File: config.mk
export PLATFORM = sky130hd
export DESIGN_NAME = rv32_dbus_bridge
export DESIGN_NICKNAME = d
export VERILOG_FILES = /design/src/rtl/rv32_dbus_bridge.sv
export SDC_FILE = /design/constraint.sdc
export NUM_CORES = 1
export LEC_CHECK = 0
export BUFFER_PORTS_ARGS = -buffer_cell sky130_fd_sc_hd__buf_2
export CAP_MARGIN = 5
export CORE_ASPECT_RATIO = 1.5
export CORE_MARGIN = 8
export CORE_UTILIZATION = 54
export DETAILED_ROUTE_END_ITERATION = 10
export HOLD_SLACK_MARGIN = 0.03
export PLACE_DENSITY = 0.8
export REMOVE_ABC_BUFFERS = 1
export SYNTH_ARGS = -nofsm -noshare
export SYNTH_HDL_FRONTEND = slang
export SYNTH_SLANG_ARGS = --single-unit
File: constraint.sdc
create_clock -name clk -period 15.35 [get_ports clk]
set_clock_uncertainty 0.05 [all_clocks]
set_input_delay 2.3025 -clock clk [delete_from_list [all_inputs] [get_ports clk]]
set_output_delay 2.3025 -clock clk [all_outputs]
set_load 0.005 [all_outputs]
File: src/rtl/rv32_dbus_bridge.sv
// Purpose : RV32 core data-bus bridge; decodes each access to data memory, the
//           machine-timer shadow registers, or unmapped space (bus_err).
// Latency : MEM read MEM_RD_LATENCY+2 cycles, TIMER/UNMAPPED read 2 cycles,
//           writes zero wait states (timer update pulse one cycle later).
// Backpr. : dwaitrequest holds the core while a read is pending; writes never
//           stall, but a write arriving outside IDLE is dropped with bus_err.
// Ports   : clk, reset (async, active high)
//           core  : daddress, dwrite, dwritedata, dbyteenable, dread ->
//                   dreaddata (registered), dwaitrequest (combinational)
//           memory: mem_addr, mem_write, mem_writedata, mem_byteenable,
//                   mem_read -> mem_readdata
//           timer : wr_mtime, wr_mtimecmp, wr_mtime_upper, wr_mtime_val
//           error : bus_err (one-cycle registered pulse)
module rv32_dbus_bridge #(
   parameter int unsigned MEM_ADDR_BITS  = 14,
   parameter int unsigned MEM_RD_LATENCY = 1,
   parameter logic [31:0] TIMER_BASE     = 32'hAFFFFFE0
) (
   input  logic                     clk,
   input  logic                     reset,
   input  logic [31:0]              daddress,
   input  logic                     dwrite,
   input  logic [31:0]              dwritedata,
   input  logic [3:0]               dbyteenable,
   input  logic                     dread,
   output logic [31:0]              dreaddata,
   output logic                     dwaitrequest,
   output logic [MEM_ADDR_BITS-1:0] mem_addr,
   output logic                     mem_write,
   output logic [31:0]              mem_writedata,
   output logic [3:0]               mem_byteenable,
   output logic                     mem_read,
   input  logic [31:0]              mem_readdata,
   output logic                     wr_mtime,
   output logic                     wr_mtimecmp,
   output logic                     wr_mtime_upper,
   output logic [31:0]              wr_mtime_val,
   output logic                     bus_err
);

   localparam logic [2:0] RD_LAT = 3'(MEM_RD_LATENCY);

   typedef enum logic [1:0] {IDLE, WAIT, RESP} state_t;

   state_t      state;
   logic [2:0]  cnt;
   logic [31:0] shadow [4];   // 0 mtime lo, 1 mtime hi, 2 mtimecmp lo, 3 mtimecmp hi
   logic [31:0] merged;
   logic [1:0]  sel;
   logic        is_timer;
   logic        is_mem;
   logic        unused_addr_lsbs;

   // Timer window wins over memory even if the two ever overlap.
   assign is_timer = (daddress[31:4] == TIMER_BASE[31:4]);
   assign is_mem   = !is_timer && (daddress[31:MEM_ADDR_BITS+2] == '0);
   assign sel      = daddress[3:2];

   assign unused_addr_lsbs = ^daddress[1:0];

   assign mem_addr       = daddress[MEM_ADDR_BITS+1:2];
   assign mem_writedata  = dwritedata;
   assign mem_byteenable = dbyteenable;

   // Memory strobes only fire for accesses accepted in IDLE; write beats read.
   assign mem_write = !reset && (state == IDLE) && dwrite && is_mem;
   assign mem_read  = !reset && (state == IDLE) && dread && !dwrite && is_mem;

   // The core is released only in the single RESP cycle of a read.
   assign dwaitrequest = dread && (state != RESP);

   // Byte-merge of write data into the addressed shadow register.
   always_comb begin
      merged = shadow[sel];
      for (int b = 0; b < 4; b++) begin
         if (dbyteenable[b]) merged[8*b +: 8] = dwritedata[8*b +: 8];
      end
   end

   always_ff @(posedge clk or posedge reset) begin
      if (reset) begin
         state          <= IDLE;
         cnt            <= '0;
         dreaddata      <= '0;
         wr_mtime       <= 1'b0;
         wr_mtimecmp    <= 1'b0;
         wr_mtime_upper <= 1'b0;
         wr_mtime_val   <= '0;
         bus_err        <= 1'b0;
         for (int i = 0; i < 4; i++) shadow[i] <= '0;
      end else begin
         wr_mtime    <= 1'b0;
         wr_mtimecmp <= 1'b0;
         bus_err     <= 1'b0;
         unique case (state)
            IDLE: begin
               if (dwrite) begin
                  if (is_timer) begin
                     shadow[sel]    <= merged;
                     wr_mtime       <= ~sel[1];
                     wr_mtimecmp    <= sel[1];
                     wr_mtime_upper <= daddress[2];
                     wr_mtime_val   <= merged;
                  end else if (!is_mem) begin
                     bus_err <= 1'b1;
                  end
               end else if (dread) begin
                  if (is_timer) begin
                     dreaddata <= shadow[sel];
                     state     <= RESP;
                  end else if (is_mem) begin
                     cnt   <= RD_LAT;
                     state <= WAIT;
                  end else begin
                     dreaddata <= '0;
                     bus_err   <= 1'b1;
                     state     <= RESP;
                  end
               end
            end
            WAIT: begin
               if (dwrite) bus_err <= 1'b1;
               cnt <= cnt - 3'd1;
               // Memory data is valid on the cycle the countdown reaches 1.
               if (cnt == 3'd1) begin
                  dreaddata <= mem_readdata;
                  state     <= RESP;
               end
            end
            RESP: begin
               if (dwrite) bus_err <= 1'b1;
               state <= IDLE;
            end
            default: state <= IDLE;
         endcase
      end
   end

endmodule

-- After elaboration in Yosys (flattened, before gate mapping)
Index checks and enable logic that the tools add are counted.
- logic and storage cells: 87
- output and inout bits: 121
- bits in registers: 201
- reductions and logical operators: 20
- order comparisons: 2
- bitwise gates (word level): 2
- muxes and demuxes: 39
- add/subtract/negate cells: 1
- equal/unequal tests: 11
- operators with widths (operator ; number):
    $mux W32 ; 8
    $bwmux W128 ; 1
    $bmux W32 S2 ; 1
    $demux W32 S2 ; 1
    $pmux W32 S2 ; 1
    $mux W8 ; 4
    $eq A28 B28 Y1 const B ; 1
    $logic_not A16 Y1 ; 1
    $mux W3 ; 4
    $ne A2 B2 Y1 const B ; 6
    $mux W1 ; 11
    $mux W2 ; 5
    $reduce_and A5 Y1 ; 2
    $logic_and A1 B1 Y1 ; 9
    $pmux W3 S2 ; 1
    $reduce_and A3 Y1 ; 2
    $pmux W2 S2 ; 1
    $eq A3 B1 Y1 const B ; 1
    $ge A3 B3 Y1 const B ; 1
    $logic_not A1 Y1 ; 3
    $lt A3 B1 Y1 const B ; 1
    $ne A3 B3 Y1 const B ; 1
    $not A2 Y3 ; 1
    $sub A3 B1 Y3 const B ; 1
    7 further kinds ; 7

-- Depth between registers and ports, before layout
Gate-level depths: netlist (run 1).
- depth in word-level cells: 8
- depth in mapped cells: 10
- gate-level depth less buffers: 7

-- Worst setup path before layout (run 1)
No wires, ideal clock.
- path kind: input-to-output
- from: input daddress[27]
- to: output mem_write
- required time: 12.998 ns
- cell stages on the path: 4
- data arrival time: 3.277 ns
- setup slack: 9.720 ns
- cell sequence: nor4_1 -> nand4_1 -> or2_2 -> nor3b_1
- word-level cells in the longest chain between the ends: 4
- elaborated cells on any way between the ends: 5
- RTL lines (what ; RTL line ; source):
    start: declaration ; 21 ; input logic [31:0] daddress,
    $eq A28 B28 Y1 ; 55 ; assign is_timer = (daddress[31:4] == TIMER_BASE[31:4]);
    $logic_not A1 Y1 ; 56 ; assign is_mem = !is_timer && (daddress[31:MEM_ADDR_BITS+2] == '0);
    $logic_and A1 B1 Y1 (*) ; 56 ;
    $logic_and A1 B1 Y1 (*) ; 66 ; assign mem_write = !reset && (state == IDLE) && dwrite && is_mem;
    end: declaration ; 29 ; output logic mem_write,
Mark *: on every way between the ends. The rest lies on a longest branch, timed or not.

-- Worst setup path in the final report (run 1)
- from: input daddress[22]
- to: output mem_read
- word-level cells in the longest chain between the ends: 4
- elaborated cells on any way between the ends: 5
- RTL lines (what ; RTL line ; source):
    $eq A28 B28 Y1 ; 55 ;
    $logic_not A1 Y1 ; 56 ;
    $logic_and A1 B1 Y1 (*) ; 56 ;
    $logic_and A1 B1 Y1 (*) ; 67 ; assign mem_read = !reset && (state == IDLE) && dread && !dwrite && is_mem;
    end: declaration ; 32 ; output logic mem_read,
Marks and branches as above.

==> summary.md, run 1 <==
| Metric | Value |
|---|---|
| Hold Fails Final Rpt | 0 |
| Setup_tns | 0 ns |
| Initial DRT Pass Iterations | 6 |
| Slew Limit Fails | 0 |
| Worst vdd ir | about 100 uV |
| Largest net degree at the start of global routing | approximately 140 |
| Critical path required time | around 13 ns |
| Critical-path maximum fanout | 5 |
| Crit path buf inv count | 2 |
| Number of synthesized flops with an enable pin | 0 |
| Element type at the critical path end | output port |
| Nets | around 1,100 |
| Endpoints failing setup | 0 |
| Ys async rst share | 1.00 |
| Most used flip-flop cell after synthesis | dfrtp_1 |
| R2r endpoint | dreaddata[4]$_DFFE_PP0P_ |
| Initial antenna violation count | 0 |
| Clk root buf | clkbuf_16 |
| GRT Total Usage | 0.202 |
| Hold buffers post-CTS | 0 |
| Row cnt | just under 60 |
| Most numerous cell in the Yosys netlist | dfrtp_1 |
| Syn Area/Cell | around 11 um^2 |
| First-pass GRT wire length | 37,000 um |
| Residual DRC | 0 |
| CTS tree | done |
| Global route overflow | 0 |
| CTS buffer count | 20 |
| Max incr delay on CP | around 0.46 ns |
| Status | complete, no violations |
| Worst Hold Path EP | wr_mtime_upper$_DFFE_PP0P_ |
| #FFs+latches synth | roughly 200 |
| R2R depth | 8 |
| HP Class | flop to flop |
| WHS Path Cells | 2 |
| Initial Util | 0.550 |
| LEAKAGE | roughly 5.4 nW |
| Final period utilization | 0.407 |
| Fmax | between 150 and 200 MHz |
| Critical Path Slowest Stage Cell | nor4_1 |
| Clk Latency, worst-skew pair | ~0.48 ns |
| Crit path time final | 6.24 ns |
| Global placement routability congestion | 0.782 |
| Drt initial violations | between 400 and 500 |
| Max-slew headroom | 0.326 |
| Register area share after synthesis | 0.530 |
| Post-DRT Antenna Nets | 0 |
| Post-layout util | 0.632 |
| Reg-to-Reg Start | state[1]$_DFFE_PP0P_ |
| Tightest Pin Transition | a little over 1 ns |
| Mapped Cells | ~860 |
| PortBufs | around 220 |
| Setup slack, reg-to-reg | approximately 13 ns |
| Clk sink count | approximately 200 |
| Worst setup SP type | input pin |
| Area leader, netlist | dfrtp_1 |
| Synth warn | 0 |
| Routed length per instance | around 19 um |
| Area Overhead vs Synth | 14.9% |
| Core area | ~0.017 mm^2 |
| Maxcap violations | 0 |
| Die H | around 180 um |
| PD cells | between 100 and 150 mW/mm^2 |
| WL final | ~23,000 um |
| Die width | around 120 um |
| Antenna diode count | 0 |
| Clk pin slew, worst setup/hold paths | 0.06 ns |
| HP Start | wr_mtime_upper$_DFFE_PP0P_ |
| Mapped Area | around 0.0095 mm^2 |
| RSZ-0062 raised after global routing | false |
| Synth cell types | 36 |
| Via count | 6,720 |
| Final HPWL DP | 15,300 um |
| Critical path's top delay family | simple AND/OR/NAND/NOR gates |
| Synth top cells by count | dfrtp_1, nand2_1, o21ai_0 |
| Resized cells post-CTS | 0 |
| Vias per cell | 5.46 |
| Num ports | 225 |
| Total power | 1.30 mW |
| H-Tree Depth | 1 |
| Worst path most repeated cell | buf_2 |
| Die area | approximately 0.022 mm^2 |
| Chain of cells forming the critical path | buf_2 > nor4_1 > nand4_1 > or2_2 > nor3_1 > buf_2 |
| Worst EP arrival | around 3.9 ns |
| Post-synth top area share | 0.530 |
| WS Path Type | input pin to output port |
| Hold_ws | roughly 0.42 ns |
| Max Buffers Root-to-Sink | 3 |
| Synth top area cells | dfrtp_1, mux2i_1, mux4_2, o21ai_0, nand2_1 |
| Number of global-route vias before repair | ~7,200 |
| Post-CTS Setup Bufs | 0 |
| Share of cells above drive strength 1 | 0.300 |
cell usage in the layout, fill, tap and decap left out, types with 2 or more instances in the layout:
| master | Yosys | routed |
|---|---|---|
| buf_2 | 8 | 222 |
| dfrtp_1 | 201 | 201 |
| nand2_1 | 104 | 104 |
| o21ai_0 | 98 | 98 |
| mux2i_1 | 97 | 97 |
| inv_1 | 71 | 70 |
| nor2_1 | 36 | 36 |
| a21oi_1 | 34 | 34 |
| a22oi_1 | 33 | 33 |
| mux4_2 | 32 | 32 |
| clkbuf_16 | 0 | 21 |
| buf_4 | 50 | 11 |
| nand4_1 | 8 | 8 |
| ha_1 | 6 | 5 |
| clkbuf_1 | 31 | 5 |
| nor4_1 | 4 | 4 |
| and3_1 | 4 | 3 |
| nor2b_1 | 3 | 3 |
| nand2b_1 | 3 | 3 |
| clkinv_2 | 0 | 3 |
| clkbuf_8 | 0 | 3 |
| nor3_1 | 2 | 2 |
| nand4_2 | 2 | 2 |
worst min-delay path, cell delays in order (launching register included):
cell	delay, ns
dfrtp_1	0.34
nand2_1	0.05
nand2_1	0.05
flip-flops by register name, indices dropped and copies added (netlist names):
| name | cells |
|---|---|
| bus_err | 1 |
| cnt | 3 |
| dreaddata | 32 |
| shadow | 128 |
| state | 2 |
| wr_mtime | 1 |
| wr_mtime_upper | 1 |
| wr_mtime_val | 32 |
| wr_mtimecmp | 1 |
through the flow:
| step | cells | setup WS (ns) | instance area (um^2) |
|---|---|---|---|
| finish | 1231 | 9.11 | 10900 |
| global route | 1231 | 8.91 | 10900 |
| CTS | 1231 | 9.07 | 10900 |
| detailed placement | 1197 | 9.07 | 10300 |
| global placement | 1197 | 9.06 | 10300 |
| floorplan | 751 | 7.52 | 8800 |
metal layers:
metal / vias to the layer above / track usage / part of all wire
li1: 3184 / - / -
met1: 3314 / 0.240 / 0.41
met2: 194 / 0.363 / 0.52
met3: 28 / 0.0384 / 0.055
met4: 0 / 0.0630 / 0.022
met5: - / 0 / 0
where the power goes:
part | switching, mW | leakage, nW | internal (mW) | total (mW)
Sequential | 0.0216 | 2.41 | 0.576 | 0.598
Clock | 0.196 | 0.312 | 0.281 | 0.477
Combinational | 0.133 | 2.67 | 0.0907 | 0.224
cells by family after synthesis:
group / synth area share
buffers and inverters: 0.102
muxes: 0.178
and+or+nand+nor: 0.0834
adders and majority gates: 0.00790
DFF: 0.530
AOI/OAI and AO/OA: 0.0992
final cells by class:
type | instances | area, um^2
Inverter | 71 | 274
Clock inverter | 5 | 52.6
Sequential cell | 201 | 5030
Fill cell | 1408 | 6360
Multi-Input combinational cell | 479 | 3510
Timing Repair Buffer | 233 | 1190
Clock buffer | 29 | 586
Tap cell | 213 | 267
worst max-delay path by stage:
| stage | to | startpoint | cells after the start | slack [ns] |
|---|---|---|---|---|
| finish | mem_read | daddress[22] | 6 | 9.11 |
| detailed placement | mem_read | daddress[22] | 6 | 9.07 |
| CTS | mem_write | daddress[22] | 6 | 9.07 |
| floorplan | bus_err$_DFF_PP0_ | reset | 1 | 7.52 |
| global route | mem_write | daddress[16] | 6 | 8.91 |
| global placement | mem_write | daddress[22] | 6 | 9.06 |
No activity file was read; power rests on OpenSTA's default activity.
==> run 2, diff against run 1 <==
--- a/config.mk
+++ b/config.mk
@@ -9,10 +9,10 @@
 export CAP_MARGIN = 5
 export CORE_ASPECT_RATIO = 1.5
 export CORE_MARGIN = 8
-export CORE_UTILIZATION = 54
+export CORE_UTILIZATION = 49
 export DETAILED_ROUTE_END_ITERATION = 10
 export HOLD_SLACK_MARGIN = 0.03
-export PLACE_DENSITY = 0.8
+export PLACE_DENSITY = 0.77
 export REMOVE_ABC_BUFFERS = 1
 export SYNTH_ARGS = -nofsm -noshare
 export SYNTH_HDL_FRONTEND = slang
==> constraint.sdc (replaced) <==
create_clock -name clk -period 5.1 [get_ports clk]
set_clock_uncertainty 0.05 [all_clocks]
set_input_delay 0.765 -clock clk [delete_from_list [all_inputs] [get_ports clk]]
set_output_delay 0.765 -clock clk [all_outputs]
set_load 0.005 [all_outputs]
==> summary.md, run 2 (same netlist as run 1, synthesis figures left out) <==
| Metric | Value |
|---|---|
| Status | complete, no violations |
| Critical path required time | 5.45 ns (-7.55 ns) |
| Largest register by flop count | shadow |
| R2R depth | 8 (unchanged) |
| HP Class | flop to flop |
| Largest net degree at the start of global routing | 134 (-6.3%) |
| Max-slew headroom | 0.365 (+0.0384) |
| Num ports | 225 (unchanged) |
| Element type at the critical path end | flop |
| Post-Place Cell Area | 0.0104 mm^2 (+0.77%) |
| Worst vdd ir | 310 uV (+210%) |
| Met3 global-route usage | 0.0248 (-0.0135) |
| Post-layout util | 0.573 (-0.0585) |
| Grt met1 use | 0.238 (-0.00230) |
| First-pass GRT wire length | 37,300 um (+0.86%) |
| Tightest Pin Transition | 0.953 ns (-0.0575 ns) |
| Residual DRC | 0 (unchanged) |
| Cell Count, Final, Fillers Out | 1,274 (+3.5%) |
| Top Usage Layer GRT | met2 |
| Post-route cell area | 0.0109 mm^2 (+0.25%) |
| Antenna diode count | 0 (unchanged) |
| Clk pin slew, worst setup/hold paths | 0.06 ns (about the same) |
| Commonest cells after routing, fill and taps aside | buf_2, dfrtp_1, nand2_1, o21ai_0, mux2i_1 |
| Hold Fails Final Rpt | 0 (unchanged) |
| WL final | 23,100 um (+1.2%) |
| Post-CTS Setup Bufs | 0 (unchanged) |
| Via count | 6,676 (-0.65%) |
| LEAKAGE | 5.39 nW (about the same) |
| Vias per cell | 5.24 (-4.0%) |
| Initial DRT Pass Iterations | 4 (-2) |
| H-Tree Depth | 1 (unchanged) |
| WS Path Type | flop to flop |
| Number of global-route vias before repair | 6,983 (-3.3%) |
| PD cells | 349 mW/mm^2 (+190%) |
| PortBufs | 222 (unchanged) |
| Die area | 0.0242 mm^2 (+9.1%) |
| Hold buffers post-CTS | 0 (unchanged) |
| RSZ-0062 raised after global routing | false |
| Total power | 3.82 mW (+190%) |
| Fmax | around 310 MHz |
| Initial Util | 0.498 (-0.0521) |
| Critical-path maximum fanout | 38 (+33) |
| Drt initial violations | 443 (+8.3%) |
| Setup slack after layout | 1.89 ns (-7.22 ns) |
| Worst setup SP type | flop |
| Global placement routability congestion | 0.748 (-4.3%) |
| CP startpoint | state[1]$_DFFE_PP0P_ |
| Nets | 1,116 (unchanged) |
| Crit path time final | around 3.2 ns |
| Final HPWL DP | 15,600 um (+1.8%) |
| Row cnt | 62 (+5.1%) |
| Largest register FFs | 128 (unchanged) |
| Initial antenna violation count | 0 (unchanged) |
| Hold_ws | 0.424 ns (+0.000762 ns) |
| Final period utilization | 0.630 |
| Resized cells post-CTS | 0 (unchanged) |
| CTS tree | done |
| Most common cell after layout, fill and taps aside | buf_2 |
| Setup slack, reg-to-reg | 1.89 ns (-10.74 ns) |
| Dpl cells | 1,241 (+3.7%) |
| Endpoints failing setup | 0 (unchanged) |
| Reg-to-Reg Start | state[1]$_DFFE_PP0P_ |
| GRT Total Usage | 0.192 (-0.0106) |
| Clk sink count | 201 (unchanged) |
| Slew Limit Fails | 0 (unchanged) |
| DP Worst Slack | 1.59 ns (-7.48 ns) |
| Die H | 187 um (+4.5%) |
| Clk root buf | clkbuf_16 |
| Clk Latency, worst-skew pair | 0.47 ns (about the same) |
| Max Buffers Root-to-Sink | 3 (unchanged) |
| Critical path destination | dreaddata[13]$_DFFE_PP0P_ |
| Routed length per instance | 18.1 um (-2.2%) |
| Share of cells above drive strength 1 | 0.301 (+0.000982) |
| Setup_tns | 0 ns (unchanged) |
| Regs by FF count | shadow (128), dreaddata (32), wr_mtime_val (32) |
| Maxcap violations | 0 (unchanged) |
| Area Overhead vs Synth | 15.2% |
| CTS buffer count | 19 (-5.0%) |
| Worst EP arrival | 3.56 ns (-0.33 ns) |
| R2r endpoint | dreaddata[13]$_DFFE_PP0P_ |
| Post-DRT Antenna Nets | 0 (unchanged) |
| Die width | 130 um (+4.3%) |
| GR Layer Usage met2 | 0.344 (-0.0191) |
| Global route overflow | 0 (unchanged) |
| Core area | 0.0191 mm^2 (+10%) |
-- run 2: cell types whose count changed in the layout (fill, tap and decap cells not counted), sizes merged --
cell	previous run	this run
buf	233	234
bufinv	1	0
clkbuf	29	28
clkinv	3	4
-- run 2: power breakdown --
group,total [mW],internal (mW),leakage (nW),switching (mW)
Clock,1.35,0.760,0.291,0.589
Combinational,0.677,0.273,2.69,0.404
Sequential,1.80,1.73,2.41,0.0649
-- run 2: critical path, cell delays in order, from the launching register on --
cell and delay [ns]:
dfrtp_1 0.41, inv_1 0.10, ha_2 0.81, inv_1 0.21
nand2_1 0.14, o211a_2 0.75, buf_4 0.43, nor2_1 0.09
a21oi_1 0.13
-- run 2: routing by layer --
layer,up-vias,share of wire
li1,3181,-
met1,3289,0.40
met5,-,0
met2,186,0.53
met3,20,0.060
met4,0,0.011
-- run 2: area by class of cell --
cell class	count	area [um^2]
Fill cell	1661	8140
Sequential cell	201	5030
Multi-Input combinational cell	479	3530
Timing Repair Buffer	234	1200
Clock buffer	28	559
Tap cell	256	320
Inverter	71	274
Clock inverter	5	27.5
-- run 2: worst min path at each step --
stage,start,to,slack [ns],depth (start not counted)
after detailed placement,wr_mtime_val[25]$_DFFE_PP0P_,wr_mtime_val[25]$_DFFE_PP0P_,0.42,2
after floorplan,shadow[64]$_DFFE_PP0P_,shadow[64]$_DFFE_PP0P_,0.40,2
after CTS,wr_mtime_val[25]$_DFFE_PP0P_,wr_mtime_val[25]$_DFFE_PP0P_,0.43,2
after global placement,shadow[98]$_DFFE_PP0P_,shadow[98]$_DFFE_PP0P_,0.41,2
after global routing,wr_mtime_val[0]$_DFFE_PP0P_,wr_mtime_val[0]$_DFFE_PP0P_,0.45,2
final,wr_mtime_val[25]$_DFFE_PP0P_,wr_mtime_val[25]$_DFFE_PP0P_,0.42,2
